File: config.mk
export PLATFORM = sky130hd
export DESIGN_NAME = imm_extend_unit
export DESIGN_NICKNAME = d
export VERILOG_FILES = /design/src/rtl/imm_extend_unit.sv
export SDC_FILE = /design/constraint.sdc
export NUM_CORES = 1
export LEC_CHECK = 0
export BUFFER_PORTS_ARGS = -buffer_cell sky130_fd_sc_hd__buf_2
export CELL_PAD_IN_SITES_DETAIL_PLACEMENT = 1
export CELL_PAD_IN_SITES_GLOBAL_PLACEMENT = 1
export CORE_MARGIN = 1.5
export CORE_UTILIZATION = 35
export DETAILED_ROUTE_END_ITERATION = 8
export HOLD_SLACK_MARGIN = 0.08
export PLACE_DENSITY = 0.87
export SYNTH_ARGS = -nofsm -noshare
export SYNTH_HDL_FRONTEND = slang
export SYNTH_SLANG_ARGS = --single-unit
File: constraint.sdc
create_clock -name clk -period 1.8 [get_ports clk]
set_clock_uncertainty 0.05 [all_clocks]
set_input_delay 0 -clock clk [delete_from_list [all_inputs] [get_ports clk]]
set_output_delay 0 -clock clk [all_outputs]
set_load 0.02 [all_outputs]
File: src/rtl/imm_extend_unit.sv
// imm_extend_unit
//   Registered RISC-V immediate generator (I, S, B, U, J, shamt) for XLEN 32
//   or 64. It has a one-entry valid/ready output stage. Illegal format selects
//   are flagged on the result and counted in a saturating counter.
//
// Ports
//   clk        system clock, rising edge
//   rst        asynchronous active-high reset
//   in_valid   instr/imm_src valid this cycle
//   in_ready   unit can accept an input this cycle
//   instr      raw 32-bit instruction word
//   imm_src    format select: 000 I, 001 S, 010 B, 011 J, 100 U, 101 shamt,
//              110/111 illegal
//   out_valid  imm_ext/imm_err hold a decoded result
//   out_ready  consumer takes the result this cycle
//   imm_ext    extended immediate, XLEN bits
//   imm_err    result came from an illegal imm_src
//   err_cnt    saturating count of accepted illegal selects
module imm_extend_unit #(
  parameter int XLEN  = 32,
  parameter int CNT_W = 8
) (
  input  logic             clk,
  input  logic             rst,
  input  logic             in_valid,
  output logic             in_ready,
  input  logic [31:0]      instr,
  input  logic [2:0]       imm_src,
  output logic             out_valid,
  input  logic             out_ready,
  output logic [XLEN-1:0]  imm_ext,
  output logic             imm_err,
  output logic [CNT_W-1:0] err_cnt
);

  localparam logic [2:0] SRC_I     = 3'b000;
  localparam logic [2:0] SRC_S     = 3'b001;
  localparam logic [2:0] SRC_B     = 3'b010;
  localparam logic [2:0] SRC_J     = 3'b011;
  localparam logic [2:0] SRC_U     = 3'b100;
  localparam logic [2:0] SRC_SHAMT = 3'b101;

  logic            accept;
  logic            illegal;
  logic [XLEN-1:0] dec;

  // The opcode field never contributes to an immediate.
  logic unused_opcode;
  assign unused_opcode = ^instr[6:0];

  // The output slot is free when it is empty or is being drained this cycle.
  assign in_ready = !out_valid || out_ready;
  assign accept   = in_valid && in_ready;
  assign illegal  = imm_src[2] && imm_src[1];

  // Each sign-extension replicates instr[31] into every bit above the listed
  // field. The replication count is always at least 1 for XLEN >= 32.
  always_comb begin
    dec = '0;
    case (imm_src)
      SRC_I: dec = {{(XLEN-11){instr[31]}}, instr[30:20]};
      SRC_S: dec = {{(XLEN-11){instr[31]}}, instr[30:25], instr[11:7]};
      SRC_B: dec = {{(XLEN-12){instr[31]}}, instr[7], instr[30:25],
                    instr[11:8], 1'b0};
      SRC_J: dec = {{(XLEN-20){instr[31]}}, instr[19:12], instr[20],
                    instr[30:21], 1'b0};
      SRC_U: dec = {{(XLEN-31){instr[31]}}, instr[30:12], 12'b0};
      SRC_SHAMT: begin
        if (XLEN == 64) dec = {{(XLEN-6){1'b0}}, instr[25:20]};
        else            dec = {{(XLEN-5){1'b0}}, instr[24:20]};
      end
      default: dec = '0;
    endcase
  end

  always_ff @(posedge clk or posedge rst) begin
    if (rst) begin
      out_valid <= 1'b0;
      imm_ext   <= '0;
      imm_err   <= 1'b0;
      err_cnt   <= '0;
    end else begin
      if (accept) begin
        // An accept in the same cycle as a release replaces the held result,
        // so out_valid stays high without a bubble.
        out_valid <= 1'b1;
        imm_ext   <= dec;
        imm_err   <= illegal;
        if (illegal && (err_cnt != {CNT_W{1'b1}}))
          err_cnt <= err_cnt + 1'b1;
      end else if (out_valid && out_ready) begin
        out_valid <= 1'b0;
      end
    end
  end

endmodule
==> results.rst <==
.. list-table::
   :header-rows: 1

   * - Metric
     - Value
   * - Status
     - complete, no violations
   * - Initial core utilization
     - 0.3712
   * - Clock buffers created by TritonCTS
     - 5
   * - Slew @ Worst Pin
     - 867.0 ps
   * - Worst setup slack after layout
     - 95.39 ps
   * - Maximum number of pins on one net before global-route repair
     - 25
   * - R2R depth
     - 6
   * - Final critical-path required period
     - 1705 ps
   * - Routed via count divided by cell count
     - 4.997
   * - Overflow left after global routing
     - 0
   * - Number of synthesized register bits
     - 42
   * - TritonCTS clock tree
     - done
   * - Number of DRC violations after detailed-routing iteration 0
     - 36
   * - Final Hold Fails
     - 0
   * - Number of antenna repair diodes
     - 0
   * - Area after DPL
     - 2395 sq um
   * - Mux share of post-synthesis cell area
     - 0.04054
   * - Number of vias after detailed routing
     - 1,859
   * - Start point of the worst min-delay path
     - instr[7]
   * - Area enclosed by the die boundary
     - 6012 sq um
   * - Clk sinks
     - 42
   * - Clock-pin slew reported for the worst setup and hold paths after clock tree synthesis
     - 70 ps
   * - Clock latency at the later pin of the worst-skew pair
     - 290 ps
   * - Fin nets
     - 342
   * - Multi-input gate area in the final layout
     - 822.0 sq um
   * - Area of the mapped netlist
     - 1944 sq um
   * - Primary flip-flop cell chosen by synthesis mapping
     - sky130_fd_sc_hd__dfrtp_1
   * - Net count of the mapped netlist
     - 240
   * - Post-synth cell types
     - 33
   * - Final weighted congestion in routability-driven placement
     - 0.8442
   * - Number of antenna violations at the first check in global routing
     - 0
   * - Number of cells traversed by the worst hold path
     - 5
   * - Remaining routing DRC violations
     - 0
   * - Adder-cell share of the synthesized area
     - 0.006435
   * - Global-route wire length before repair
     - 10.10 mm
   * - Arr. time, crit path
     - 1860 ps
   * - Mapped Avg Cell Area
     - 9.722 sq um
   * - Signed area change from the synthesized netlist to the final layout
     - 43.63%
   * - Number of buffers on the longest clock path
     - 2
   * - Crit share post-route
     - 0.9470
   * - Worst setup path category
     - primary input to flip-flop
   * - Tightest slew margin relative to the limit
     - 0.4208
   * - Routed len/inst
     - 16.04 um
   * - Total of endpoints with negative setup slack in the final report
     - 0
   * - Max-slew violation count
     - 0
   * - IO buf count
     - 74
   * - Maximum Capacitance Violations
     - 0
   * - Critical Path Sink Type
     - flip-flop
   * - Total I/O pin count
     - 82
   * - Origin of the critical flop-to-flop path
     - out_valid
   * - Number of enable flip-flop cells after synthesis
     - 0
   * - Final Instance Area
     - 2793 sq um
   * - Chip width
     - 77.54 um
   * - Post-Route Setup TNS
     - 0 ps
   * - RSZ-0062 raised after global routing
     - false
   * - PnR Total Power
     - 2.773 mW
   * - Startpoint kind of the worst setup timing path
     - primary input
   * - Required time at the endpoint of the critical path
     - 1960 ps
   * - Total of warnings raised by yosys
     - 0
   * - Setup slack at placement
     - 70.26 ps
   * - Area share of xor/xnor cells in the synthesized design
     - 0.02252
   * - Maximum fanout along the worst path
     - 12
   * - Fillers
     - 617
   * - Number of buffers inserted by post-CTS setup repair
     - 0
   * - Max Fclk
     - 586.6 MHz
   * - Die Y
     - 77.54 um
   * - P per Cell Area
     - 993.1 nW/um^2
   * - Layout cells sized above 1
     - 0.3179
   * - Type of the tightest min-delay check
     - primary input to flip-flop
   * - Fraction of the yosys area taken by sequential cells
     - 0.5405
   * - Combinational family with the most area after synthesis
     - simple AND/OR/NAND/NOR gates
   * - Footprint of the flip-flops and latches
     - 1051 sq um
   * - Global-route total usage across every layer
     - 0.2152
   * - Basic-gate share of the synthesized area counting and, or, nand and nor cells
     - 0.2162
   * - Worst supply voltage drop on vdd
     - 0.4326 mV
   * - Row Count
     - 26
   * - Floorplan core area
     - 5238 sq um
   * - Clock root cell
     - sky130_fd_sc_hd__clkbuf_8
   * - Post-synth ARST share
     - 1.000
   * - HPWL after DPL
     - 4.054 mm
   * - Final ANT Viol Nets
     - 0
   * - Vias in the first global route
     - 2,095
   * - Crit. Startpoint
     - instr[31]
   * - First-pass iteration count of the detailed router
     - 4
   * - Post-synthesis compound-gate area fraction
     - 0.1345
   * - DRT Wirelength
     - 5.967 mm
   * - H-tree lvl count
     - 2
   * - Cell count after synthesis
     - 200
   * - Leakage dissipation
     - 1.403 nW
-- worst max-delay path, stage by stage --
cell and delay [ps]:
sky130_fd_sc_hd__dlygate4sd3_1 520, sky130_fd_sc_hd__buf_2 120, sky130_fd_sc_hd__nor2b_1 690, sky130_fd_sc_hd__a21oi_1 140, sky130_fd_sc_hd__buf_4 210, sky130_fd_sc_hd__a21oi_1 180
-- kinds of logic (layout without fill, tap and decap cells) --
logic type,after synthesis,in the layout
and+or+nand+nor,84,84
adders and majority gates,1,1
buffers and inverters,16,118
DFF,42,42
muxes,7,7
xor gates and xnor gates,5,5
AOI/OAI and AO/OA,45,45
-- flip-flops by register name, indices dropped and copies added (netlist names) --
register,count
out_valid,1
imm_err,1
imm_ext,32
err_cnt,8
-- Yosys cell counts, types with 4 or more instances --
master                      n  area, sq um
sky130_fd_sc_hd__dfrtp_1   42         1051
sky130_fd_sc_hd__nand2_1   41        153.9
sky130_fd_sc_hd__a21oi_1   22        110.1
sky130_fd_sc_hd__o21ai_0   13        65.06
sky130_fd_sc_hd__nor2_1    11        41.29
sky130_fd_sc_hd__buf_2     10        50.05
sky130_fd_sc_hd__nand3b_1   8        60.06
sky130_fd_sc_hd__and2_1     5        31.28
sky130_fd_sc_hd__a221o_1    4        40.04
sky130_fd_sc_hd__nand2b_1   4        25.02
-- stage by stage --
stage / util / hold WS (ps) / instances
after floorplan: - / 58.37 / 200
after global placement: 0.4572 / 18.07 / 337
after detailed placement: 0.4572 / 27.98 / 337
after CTS: 0.5323 / 102.2 / 372
after global routing: 0.5332 / 144.4 / 372
final: 0.5332 / 101.8 / 372
-- cells in the final DEF, fill, tap and decap left out --
cell,instances
sky130_fd_sc_hd__and3_1,3
sky130_fd_sc_hd__nand3_1,2
sky130_fd_sc_hd__a211o_1,1
sky130_fd_sc_hd__o31ai_1,2
sky130_fd_sc_hd__nor2b_1,1
sky130_fd_sc_hd__a221o_1,4
sky130_fd_sc_hd__buf_4,5
sky130_fd_sc_hd__nand2_1,41
sky130_fd_sc_hd__bufinv_16,1
sky130_fd_sc_hd__buf_12,1
sky130_fd_sc_hd__a21oi_1,22
sky130_fd_sc_hd__xor2_1,2
sky130_fd_sc_hd__and2_1,5
sky130_fd_sc_hd__a22oi_1,1
sky130_fd_sc_hd__nand3b_1,8
sky130_fd_sc_hd__o21ai_0,13
sky130_fd_sc_hd__nor3_2,1
sky130_fd_sc_hd__nor2_1,11
sky130_fd_sc_hd__mux2_4,1
sky130_fd_sc_hd__and3_4,1
sky130_fd_sc_hd__ha_1,1
sky130_fd_sc_hd__and4_1,1
sky130_fd_sc_hd__clkbuf_8,6
sky130_fd_sc_hd__mux2i_1,3
sky130_fd_sc_hd__nand4_1,3
sky130_fd_sc_hd__and2_4,1
sky130_fd_sc_hd__clkinv_1,1
sky130_fd_sc_hd__xnor2_1,3
sky130_fd_sc_hd__dlygate4sd3_1,28
sky130_fd_sc_hd__o21a_1,2
sky130_fd_sc_hd__dfrtp_1,42
sky130_fd_sc_hd__nor3b_2,1
sky130_fd_sc_hd__buf_2,74
sky130_fd_sc_hd__nand2b_2,1
sky130_fd_sc_hd__nand2b_1,4
sky130_fd_sc_hd__mux2_2,3
sky130_fd_sc_hd__inv_1,2
-- final timing paths --
path | slack, ps | endpoint
setup / recovery | 100 | imm_ext[17]
hold / removal | 100 | imm_ext[11]
setup reg to reg | 120 | imm_ext[17]
hold reg to reg | 430 | imm_ext[7]
max in group asynchronous | 940 | imm_ext[11]
min in group asynchronous | 240 | imm_ext[3]
-- where the power goes --
group / internal, mW / total [mW] / switching (mW)
Clock: 0.444 / 0.766 / 0.322
Sequential: 1.09 / 1.21 / 0.120
Combinational: 0.319 / 0.796 / 0.478
Total: 1.85 / 2.77 / 0.920
-- what timing repair did --
action | 4_1_cts | 5_1_grt
gates resized for setup | 0 | 1
hold buffers | 28 | 0
endpoints found under the hold margin | 52 | 0
endpoints found under the setup margin | 0 | 4
-- metal layers --
| layer | vias up | wire length (um) | track usage |
|---|---|---|---|
| met5 | - | 0 | 0 |
| met4 | 0 | 52 | 0.06182 |
| met3 | 8 | 274 | 0.04824 |
| met2 | 59 | 3084 | 0.3912 |
| met1 | 908 | 2556 | 0.2521 |
| li1 | 884 | - | - |
-- area by class of cell --
type,instances,area share
well taps,70,0.03136
inverters,3,0.004032
flip-flops and latches,42,0.3763
clock buffers,6,0.02957
repair buffers,108,0.2536
multi-input cells,142,0.2944
clock inverters,1,0.01075
No activity file was read; power rests on OpenSTA's default activity.
